===== src/rtl/arb_pkg.sv =====
// Shared types and constants for the sequential square arbiter (arb_seq).
// State encodings are plain localparams; the enum mirrors them for debug visibility.
package arb_pkg;

  localparam logic [1:0] ST_IDLE = 2'd0;
  localparam logic [1:0] ST_SCAN = 2'd1;
  localparam logic [1:0] ST_OUT  = 2'd2;

  typedef enum logic [1:0] {
    ARB_IDLE = 2'd0,
    ARB_SCAN = 2'd1,
    ARB_OUT  = 2'd2
  } arb_state_e;

  // Index width for n items, never below one bit.
  function automatic int arb_idx_w(input int n);
    if (n <= 2) return 1;
    return $clog2(n);
  endfunction

  localparam int ARB_DEF_NUM_SQ = 64;
  localparam int ARB_EMPTY_BIT  = arb_idx_w(ARB_DEF_NUM_SQ);
  localparam logic [ARB_EMPTY_BIT:0] ARB_EMPTY = {1'b1, {ARB_EMPTY_BIT{1'b0}}};

endpackage


===== src/rtl/arb_chunk_max.sv =====
// Combinational LANES-input max-with-index reducer built as a binary tree of arb_unit.
// Lowest index wins ties because every left subtree covers lower lanes.
module arb_chunk_max #(
  parameter int PRIO_W = 3,
  parameter int IDX_W  = 6,
  parameter int LANES  = 8
) (
  input  logic [LANES*PRIO_W-1:0] prio_i,
  input  logic [IDX_W-1:0]        base_i,
  output logic [PRIO_W-1:0]       prio_o,
  output logic [IDX_W-1:0]        idx_o
);

  localparam int NODES = 2 * LANES - 1;

  // Heap layout: node n has children 2n+1 (left) and 2n+2; leaves start at LANES-1.
  logic [PRIO_W-1:0] node_prio [NODES];
  logic [IDX_W-1:0]  node_idx  [NODES];

  for (genvar j = 0; j < LANES; j++) begin : g_leaf
    assign node_prio[LANES-1+j] = prio_i[j*PRIO_W +: PRIO_W];
    assign node_idx[LANES-1+j]  = base_i + IDX_W'(j);
  end

  for (genvar n = 0; n < LANES - 1; n++) begin : g_node
    arb_unit #(
      .PRIO_W (PRIO_W),
      .IDX_W  (IDX_W)
    ) u_unit (
      .a_prio_i (node_prio[2*n+1]),
      .a_idx_i  (node_idx[2*n+1]),
      .b_prio_i (node_prio[2*n+2]),
      .b_idx_i  (node_idx[2*n+2]),
      .prio_o   (node_prio[n]),
      .idx_o    (node_idx[n])
    );
  end

  assign prio_o = node_prio[0];
  assign idx_o  = node_idx[0];

endmodule


===== src/rtl/arb_unit.sv =====
// Two-way priority comparator; side a is the lower index and wins ties.
module arb_unit #(
  parameter int PRIO_W = 3,
  parameter int IDX_W  = 6
) (
  input  logic [PRIO_W-1:0] a_prio_i,
  input  logic [IDX_W-1:0]  a_idx_i,
  input  logic [PRIO_W-1:0] b_prio_i,
  input  logic [IDX_W-1:0]  b_idx_i,
  output logic [PRIO_W-1:0] prio_o,
  output logic [IDX_W-1:0]  idx_o
);

  logic take_b;

  assign take_b = (b_prio_i > a_prio_i);
  assign prio_o = take_b ? b_prio_i : a_prio_i;
  assign idx_o  = take_b ? b_idx_i  : a_idx_i;

endmodule


===== src/rtl/arb_seq.sv =====
// Sequential square arbiter: scans LANES squares per cycle and streams squares in priority order.
// Optional ARB_SEQ_EARLY_EXIT_EN ends a scan as soon as the best priority is all-ones.
module arb_seq
  import arb_pkg::*;
#(
  parameter int NUM_SQ = 64,
  parameter int PRIO_W = 3,
  parameter int LANES  = 8,
  localparam int IDX_W = arb_idx_w(NUM_SQ)
) (
  input  logic                     clk,
  input  logic                     rst,
  input  logic                     start,
  input  logic [NUM_SQ*PRIO_W-1:0] priority_,
  output logic                     busy,
  output logic                     out_valid,
  input  logic                     out_ready,
  output logic [IDX_W:0]           data_out,
  output arb_state_e               dbg_state_o
);

  // Handshake: data_out is held while out_valid is high; a result transfers on a
  // rising edge where out_valid && out_ready. out_ready is ignored otherwise.

  localparam int NCHUNK  = NUM_SQ / LANES;
  localparam int CNT_W   = arb_idx_w(NCHUNK);
  localparam int SLICE_W = LANES * PRIO_W;
  localparam logic [CNT_W-1:0] LAST_CHUNK = CNT_W'(NCHUNK - 1);
  localparam logic [IDX_W:0]   EMPTY_RES  = {1'b1, {IDX_W{1'b0}}};

  logic [1:0]               state_q, state_d;
  logic [NUM_SQ*PRIO_W-1:0] prio_q, prio_d;
  logic [CNT_W-1:0]         chunk_q, chunk_d;
  logic [PRIO_W-1:0]        best_prio_q, best_prio_d;
  logic [IDX_W-1:0]         best_idx_q, best_idx_d;
  logic [IDX_W:0]           data_q, data_d;
  logic                     valid_q, valid_d;

  logic [SLICE_W-1:0] chunk_prio;
  logic [IDX_W-1:0]   chunk_base;
  logic [PRIO_W-1:0]  cand_prio, merge_prio;
  logic [IDX_W-1:0]   cand_idx, merge_idx;
  logic               scan_done;

  assign chunk_prio = prio_q[int'(chunk_q)*SLICE_W +: SLICE_W];
  assign chunk_base = IDX_W'(int'(chunk_q) * LANES);

  arb_chunk_max #(
    .PRIO_W (PRIO_W),
    .IDX_W  (IDX_W),
    .LANES  (LANES)
  ) u_chunk (
    .prio_i (chunk_prio),
    .base_i (chunk_base),
    .prio_o (cand_prio),
    .idx_o  (cand_idx)
  );

  // Best so far always comes from lower indices, so it sits on the tie-winning side.
  arb_unit #(
    .PRIO_W (PRIO_W),
    .IDX_W  (IDX_W)
  ) u_merge (
    .a_prio_i (best_prio_q),
    .a_idx_i  (best_idx_q),
    .b_prio_i (cand_prio),
    .b_idx_i  (cand_idx),
    .prio_o   (merge_prio),
    .idx_o    (merge_idx)
  );

`ifdef ARB_SEQ_EARLY_EXIT_EN
  assign scan_done = (chunk_q == LAST_CHUNK) || (&merge_prio);
`else
  assign scan_done = (chunk_q == LAST_CHUNK);
`endif

  always_comb begin
    state_d     = state_q;
    prio_d      = prio_q;
    chunk_d     = chunk_q;
    best_prio_d = best_prio_q;
    best_idx_d  = best_idx_q;
    data_d      = data_q;
    valid_d     = valid_q;
    case (state_q)
      ST_IDLE: begin
        if (start) begin
          prio_d      = priority_;
          chunk_d     = '0;
          best_prio_d = '0;
          best_idx_d  = '0;
          state_d     = ST_SCAN;
        end
      end
      ST_SCAN: begin
        best_prio_d = merge_prio;
        best_idx_d  = merge_idx;
        if (scan_done) begin
          data_d  = (merge_prio == '0) ? EMPTY_RES : {1'b0, merge_idx};
          valid_d = 1'b1;
          state_d = ST_OUT;
        end else begin
          chunk_d = chunk_q + 1'b1;
        end
      end
      ST_OUT: begin
        if (out_ready) begin
          valid_d = 1'b0;
          if (data_q[IDX_W]) begin
            state_d = ST_IDLE;
          end else begin
            // Mask the square just emitted so the rescan finds the next one.
            for (int i = 0; i < NUM_SQ; i++) begin
              if (IDX_W'(i) == data_q[IDX_W-1:0]) prio_d[i*PRIO_W +: PRIO_W] = '0;
            end
            chunk_d     = '0;
            best_prio_d = '0;
            best_idx_d  = '0;
            state_d     = ST_SCAN;
          end
        end
      end
      default: state_d = ST_IDLE;
    endcase
  end

  always_ff @(posedge clk or posedge rst) begin
    if (rst) begin
      state_q     <= ST_IDLE;
      prio_q      <= '0;
      chunk_q     <= '0;
      best_prio_q <= '0;
      best_idx_q  <= '0;
      data_q      <= '0;
      valid_q     <= 1'b0;
    end else begin
      state_q     <= state_d;
      prio_q      <= prio_d;
      chunk_q     <= chunk_d;
      best_prio_q <= best_prio_d;
      best_idx_q  <= best_idx_d;
      data_q      <= data_d;
      valid_q     <= valid_d;
    end
  end

  assign busy        = (state_q != ST_IDLE);
  assign out_valid   = valid_q;
  assign data_out    = data_q;
  assign dbg_state_o = arb_state_e'(state_q);

endmodule


===== config.mk =====
export PLATFORM = sky130hd
export DESIGN_NAME = arb_seq
export DESIGN_NICKNAME = d
export VERILOG_FILES = /design/src/rtl/arb_pkg.sv /design/src/rtl/arb_chunk_max.sv /design/src/rtl/arb_unit.sv /design/src/rtl/arb_seq.sv
export SDC_FILE = /design/constraint.sdc
export NUM_CORES = 1
export LEC_CHECK = 0
export BUFFER_PORTS_ARGS = -buffer_cell sky130_fd_sc_hd__clkbuf_2
export CAP_MARGIN = 20
export CORE_MARGIN = 1.5
export CORE_UTILIZATION = 50
export CTS_CLUSTER_SIZE = 10
export DETAILED_ROUTE_END_ITERATION = 8
export PLACE_DENSITY_LB_ADDON = 0.08
export SKIP_LAST_GASP = 1
export SYNTH_ARGS = -nofsm -noshare
export SYNTH_HDL_FRONTEND = slang
export SYNTH_HIERARCHICAL = 1
export SYNTH_SLANG_ARGS = --single-unit

===== constraint.sdc =====
create_clock -name clk -period 7.6 [get_ports clk]
set_clock_uncertainty 0.15 [all_clocks]
set_input_delay 0.76 -clock clk [delete_from_list [all_inputs] [get_ports clk]]
set_output_delay 0.76 -clock clk [all_outputs]
set_load 0.02 [all_outputs]

Word level (Yosys, flattened, before mapping)
Cells that the tools add are included.
{"block": "word_totals", "reg_bits": 214, "in_bits": 196, "out_inout_bits": 11, "word_cells": 402}
{"block": "op_classes", "add_sub_neg": 8, "mul": 1, "magnitude_cmp": 8, "n_eq_ne": 135, "shifts": 1, "mux": 103, "n_reduce_logical": 76}
{"operator": "$mux W192", "n": 3}
{"operator": "$pmux W192 S2", "n": 1}
{"operator": "$reduce_and A5 Y1", "n": 65}
{"operator": "$mux W3", "n": 76}
{"operator": "$eq A6 B6 Y1 const A", "n": 32}
{"operator": "$shiftx A192 B9 Y24", "n": 1}
{"operator": "$ne A2 B2 Y1 const B", "n": 69}
{"operator": "$eq A5 B6 Y1 const A", "n": 16}
{"operator": "$mux W6", "n": 11}
{"operator": "$eq A4 B6 Y1 const A", "n": 8}
{"operator": "$add A6 B3 Y6 const B", "n": 4}
{"operator": "$eq A3 B6 Y1 const A", "n": 4}
{"operator": "$gt A3 B3 Y1", "n": 8}
{"operator": "$pmux W3 S3", "n": 2}
{"operator": "$pmux W6 S3", "n": 1}
{"operator": "$add A6 B2 Y6 const B", "n": 2}
{"operator": "$eq A2 B6 Y1 const A", "n": 2}
{"operator": "$mux W7", "n": 1}
{"operator": "$add A6 B1 Y6 const B", "n": 1}
{"operator": "$eq A1 B6 Y1 const A", "n": 1}
{"operator": "$logic_not A6 Y1", "n": 1}
{"operator": "$mux W2", "n": 3}
{"operator": "$pmux W2 S3", "n": 1}
{"operator": "$reduce_and A3 Y1", "n": 2}
{"operator": "13 further kinds", "n": 17}

Depth between registers and ports, before layout
{"block": "depth", "depth_word": 12, "mapped_depth": 31, "ltp_nobuf": 29}

Cells and area by module
Netlist, hierarchy kept.
{"mod": "arb_seq", "n_inst": 1, "cells_each": 1311, "area_each_um2": 12011.5, "seq_area_each_um2": 5355.1}
{"mod": "arb_unit", "n_inst": 8, "cells_each": 19, "area_each_um2": 201.4, "seq_area_each_um2": 0.0}
{"mod": "arb_chunk_max", "n_inst": 1, "cells_each": 62, "area_each_um2": 462.9, "seq_area_each_um2": 0.0}

Worst setup path before layout
OpenSTA, ideal clock, no wires.
{"block": "synth_timing", "path_type": "register -> register", "start": "reg chunk_q[1]", "end": "reg data_q[0], in the netlist data_out[0]", "setup_ns": 0.121, "arrival_ns": 6.571, "t_required_ns": 7.329, "path_slack_ns": 0.758, "stages_incl_launch_ff": 25, "n_path_buf": 1, "period_less_slack_ns": 6.842, "path_cell_list": "dfrtp_1 buf_2 mux4_2 nand2_1 nand2_1 ha_1 nor2b_4 o31ai_4 mux2_2 inv_1 ha_1 nor2b_4 o31ai_4 mux2_2 ha_1 nor2b_4 o31ai_4 mux2_2 ha_1 nor2b_4 o31ai_4 mux2_2 nor3_1 nor2_1 a22o_1"}
{"item": "start: declaration", "line_no": "arb_seq.sv:33", "source": "logic [CNT_W-1:0] chunk_q, chunk_d;"}
{"item": "start signal: assignment", "line_no": "arb_seq.sv:140", "source": "chunk_q <= chunk_d;"}
{"item": "end signal: assignment", "line_no": "arb_seq.sv:143", "source": "data_q <= data_d;"}
{"item": "end: declaration", "line_no": "arb_seq.sv:36", "source": "logic [IDX_W:0] data_q, data_d;"}

==> impl_metrics.env <==
export IMPL_path_class="reg2reg"
export IMPL_slew_headroom=0.281
export IMPL_grt_max_degree=100
export IMPL_area_delta_synth_final_pct=14.6
export IMPL_slew_viol_final=0
export IMPL_grt_use_total=0.336
export IMPL_maxCapViolCount=0
export IMPL_antenna_found_initial=0
export IMPL_yosys_warnings=6
export IMPL_cp_data_arrival_time_ns=7.54
export IMPL_die_area_um2=29200
export IMPL_cts_hold_fix_buffers=0
export IMPL_cts_setup_buffers=0
export IMPL_worstSetupEndpointType="register"
export IMPL_ys_top_cells_by_area="dfrtp_1 (38%), nand3_1 (14%), o211ai_1 (9.7%)"
export IMPL_fp_dieW_um=171
export IMPL_fin_crit_sh=0.957
export IMPL_grt_pass1_wl_um=74600
export IMPL_ys_async_sr_fraction=1.00
export IMPL_fin_tns_setup_ns=0
export IMPL_setup_viol=0
export IMPL_use_met1=0.469
export IMPL_vias=13000
export IMPL_yosysSeqAreaShare=0.380
export IMPL_netlist_area_leader_share=0.380
export IMPL_grt_met2_usage=0.511
export IMPL_status="complete, no violations"
export IMPL_n_fill_cell=2562
export IMPL_holdCritPathClass="in2async"
export IMPL_final_cell_mix="nand3_1 (386), nand2_1 (270), dfrtp_1 (212)"
export IMPL_core_um2=27800
export IMPL_place_hpwl_um=31200
export IMPL_start_kind="register"
export IMPL_cts_buffer_depth=3
export IMPL_syn_inst=1525
export IMPL_mostFrequentLayoutCell="nand3_1"
export IMPL_rsz0062_at_grt="false"
export IMPL_synth_edff_count=0
export IMPL_globalplace_congestion=0.857
export IMPL_synthFlopType="dfrtp_1"
export IMPL_cts_tree="built"
export IMPL_required_ns=7.87
export IMPL_cts_root_buf="clkbuf_16"
export IMPL_start_util=0.507
export IMPL_clock_sinks=214
export IMPL_clk_latency_ns=0.54
export IMPL_drc=0
export IMPL_rows=61
export IMPL_tightest_slew_ns=1.08
export IMPL_period_minus_slack_ns=7.28
export IMPL_ant_nets=0
export IMPL_drt_initial_drc_count=1497
export IMPL_nNetsFinal=1903
export IMPL_htreeDepth=1
export IMPL_drive_above_1_share=0.264
export IMPL_crit_fanout=32
export IMPL_routedWlPerCell_um=23.4
export IMPL_first_global_vias=12600
export IMPL_grt_busiest_layer="met2"
export IMPL_finalHoldViolCount=0
export IMPL_avgSynthCellArea_um2=9.24
export IMPL_portBuffers=206
export IMPL_fmax_mhz=137
export IMPL_die_h_um=171
export IMPL_ys_types=44
export IMPL_netlist_area_um2=14100
export IMPL_yosysTopAreaCell="dfrtp_1"
export IMPL_utilization=0.581
export IMPL_yosys_register_bits=214
export IMPL_grt_use_met3=0.0682
export IMPL_vias_per_cell=6.32
export IMPL_finalWirelength_um=48100
export IMPL_firstDrtPassIters=5
export IMPL_cts_resized_gates=0
export IMPL_num_io_pins=207
export IMPL_path_clk_slew_ns=0.07
export IMPL_n_antenna_cell=0
export IMPL_gr_total_overflow=0
export IMPL_cts_buffers=26
==> path summary, 6_finish.rpt <==
path / startpoint / end / slack (ns) / cells past startpoint
setup / recovery: chunk_q[0]$_DFFE_PP0P_ / data_out[4]$_DFFE_PP0P_ / 0.32 / 24
hold / removal: rst / prio_q[136]$_DFFE_PP0P_ / 0.16 / 2
setup reg to reg: chunk_q[0]$_DFFE_PP0P_ / data_out[4]$_DFFE_PP0P_ / 0.32 / 24
hold reg to reg: out_valid$_DFFE_PP0P_ / out_valid$_DFFE_PP0P_ / 0.34 / 1
max in group asynchronous: rst / prio_q[23]$_DFFE_PP0P_ / 5.74 / 3
min in group clk: priority_[111] / prio_q[111]$_DFFE_PP0P_ / 0.27 / 3
==> cell usage after synthesis, types with 2 or more instances <==
master / count
xor2_1: 9
clkbuf_1: 53
ha_1: 35
o211ai_2: 10
mux4_2: 48
nand2_1: 271
nand3_1: 386
nand4bb_1: 7
buf_1: 23
o2bb2ai_1: 2
a22o_1: 15
inv_1: 36
or2_2: 2
or4b_1: 2
o211ai_1: 182
nor2_1: 16
or4b_4: 2
mux2_2: 72
o31ai_4: 8
dfrtp_1: 214
xnor2_1: 13
buf_2: 65
nand2b_1: 4
a21oi_1: 6
nor2b_1: 3
buf_6: 6
nand4b_1: 4
a31oi_2: 8
nor2b_4: 8
==> logic make-up (layout without fill, tap and decap cells) <==
| kind of cell | count (synthesis) | in the layout | share of synthesized area |
|---|---|---|---|
| AOI/OAI and AO/OA | 234 | 234 | 0.140 |
| xor gates and xnor gates | 22 | 22 | 0.0137 |
| adders and majority gates | 35 | 35 | 0.0311 |
| buffers and inverters | 184 | 313 | 0.0581 |
| DFF | 214 | 214 | 0.380 |
| muxes | 121 | 121 | 0.135 |
| other | 1 | 27 | 0.000266 |
| and+or+nand+nor | 714 | 714 | 0.242 |
==> cell type report <==
type	instances	area (um2)	area share
repair buffers	241	1370	0.0851
well taps	378	473	0.0293
inverters	36	143	0.00884
flip-flops and latches	214	5360	0.332
multi-input cells	1153	8050	0.499
clock inverters	4	56.3	0.00349
clock buffers	32	683	0.0423
==> flip-flops by register name (all words and copies together) (netlist names) <==
name         cells
out_valid        1
best_idx_q       6
dbg_state_o      2
chunk_q          3
best_prio_q      3
data_out         7
prio_q         192
==> worst max-delay path, stage by stage, from the launching register on <==
cell and delay [ns]:
dfrtp_4 0.83, mux4_2 0.57, nand2_1 0.08, nand2_1 0.07
inv_1 0.06, ha_1 0.25, nor2b_4 0.15, o31ai_4 0.48
mux2_2 0.44, inv_1 0.06, ha_1 0.25, nor2b_4 0.14
o31ai_4 0.40, mux2_2 0.41, ha_1 0.31, nor2b_4 0.15
o31ai_4 0.26, mux2_2 0.39, ha_1 0.31, nor2b_4 0.14
o31ai_4 0.25, mux2_2 0.39, nor3_1 0.20, nor2_1 0.16
a22o_1 0.22
==> stage by stage <==
| step | cells | cell area [um2] | worst slack (ns) | hold slack (ns) |
|---|---|---|---|---|
| after global placement | 2015 | 15300 | 0.532 | 0.317 |
| after CTS | 2053 | 16100 | 0.335 | 0.207 |
| after detailed placement | 2017 | 15300 | 0.357 | 0.323 |
| after floorplan | 1551 | 14200 | 0.758 | 0.311 |
| final | 2058 | 16100 | 0.325 | 0.163 |
| after global routing | 2058 | 16100 | 0.0179 | 0.243 |
==> routing by layer <==
metal | share of wire | up-vias | routed length, um
met3 | 0.083 | 93 | 3990
met5 | 0 | - | 0
met2 | 0.45 | 623 | 21700
met1 | 0.43 | 6450 | 20500
met4 | 0.041 | 0 | 1970
li1 | - | 5832 | -
Power is not shown: default switching activity piles up to over one toggle a cycle in this logic, so the estimate is an artifact.
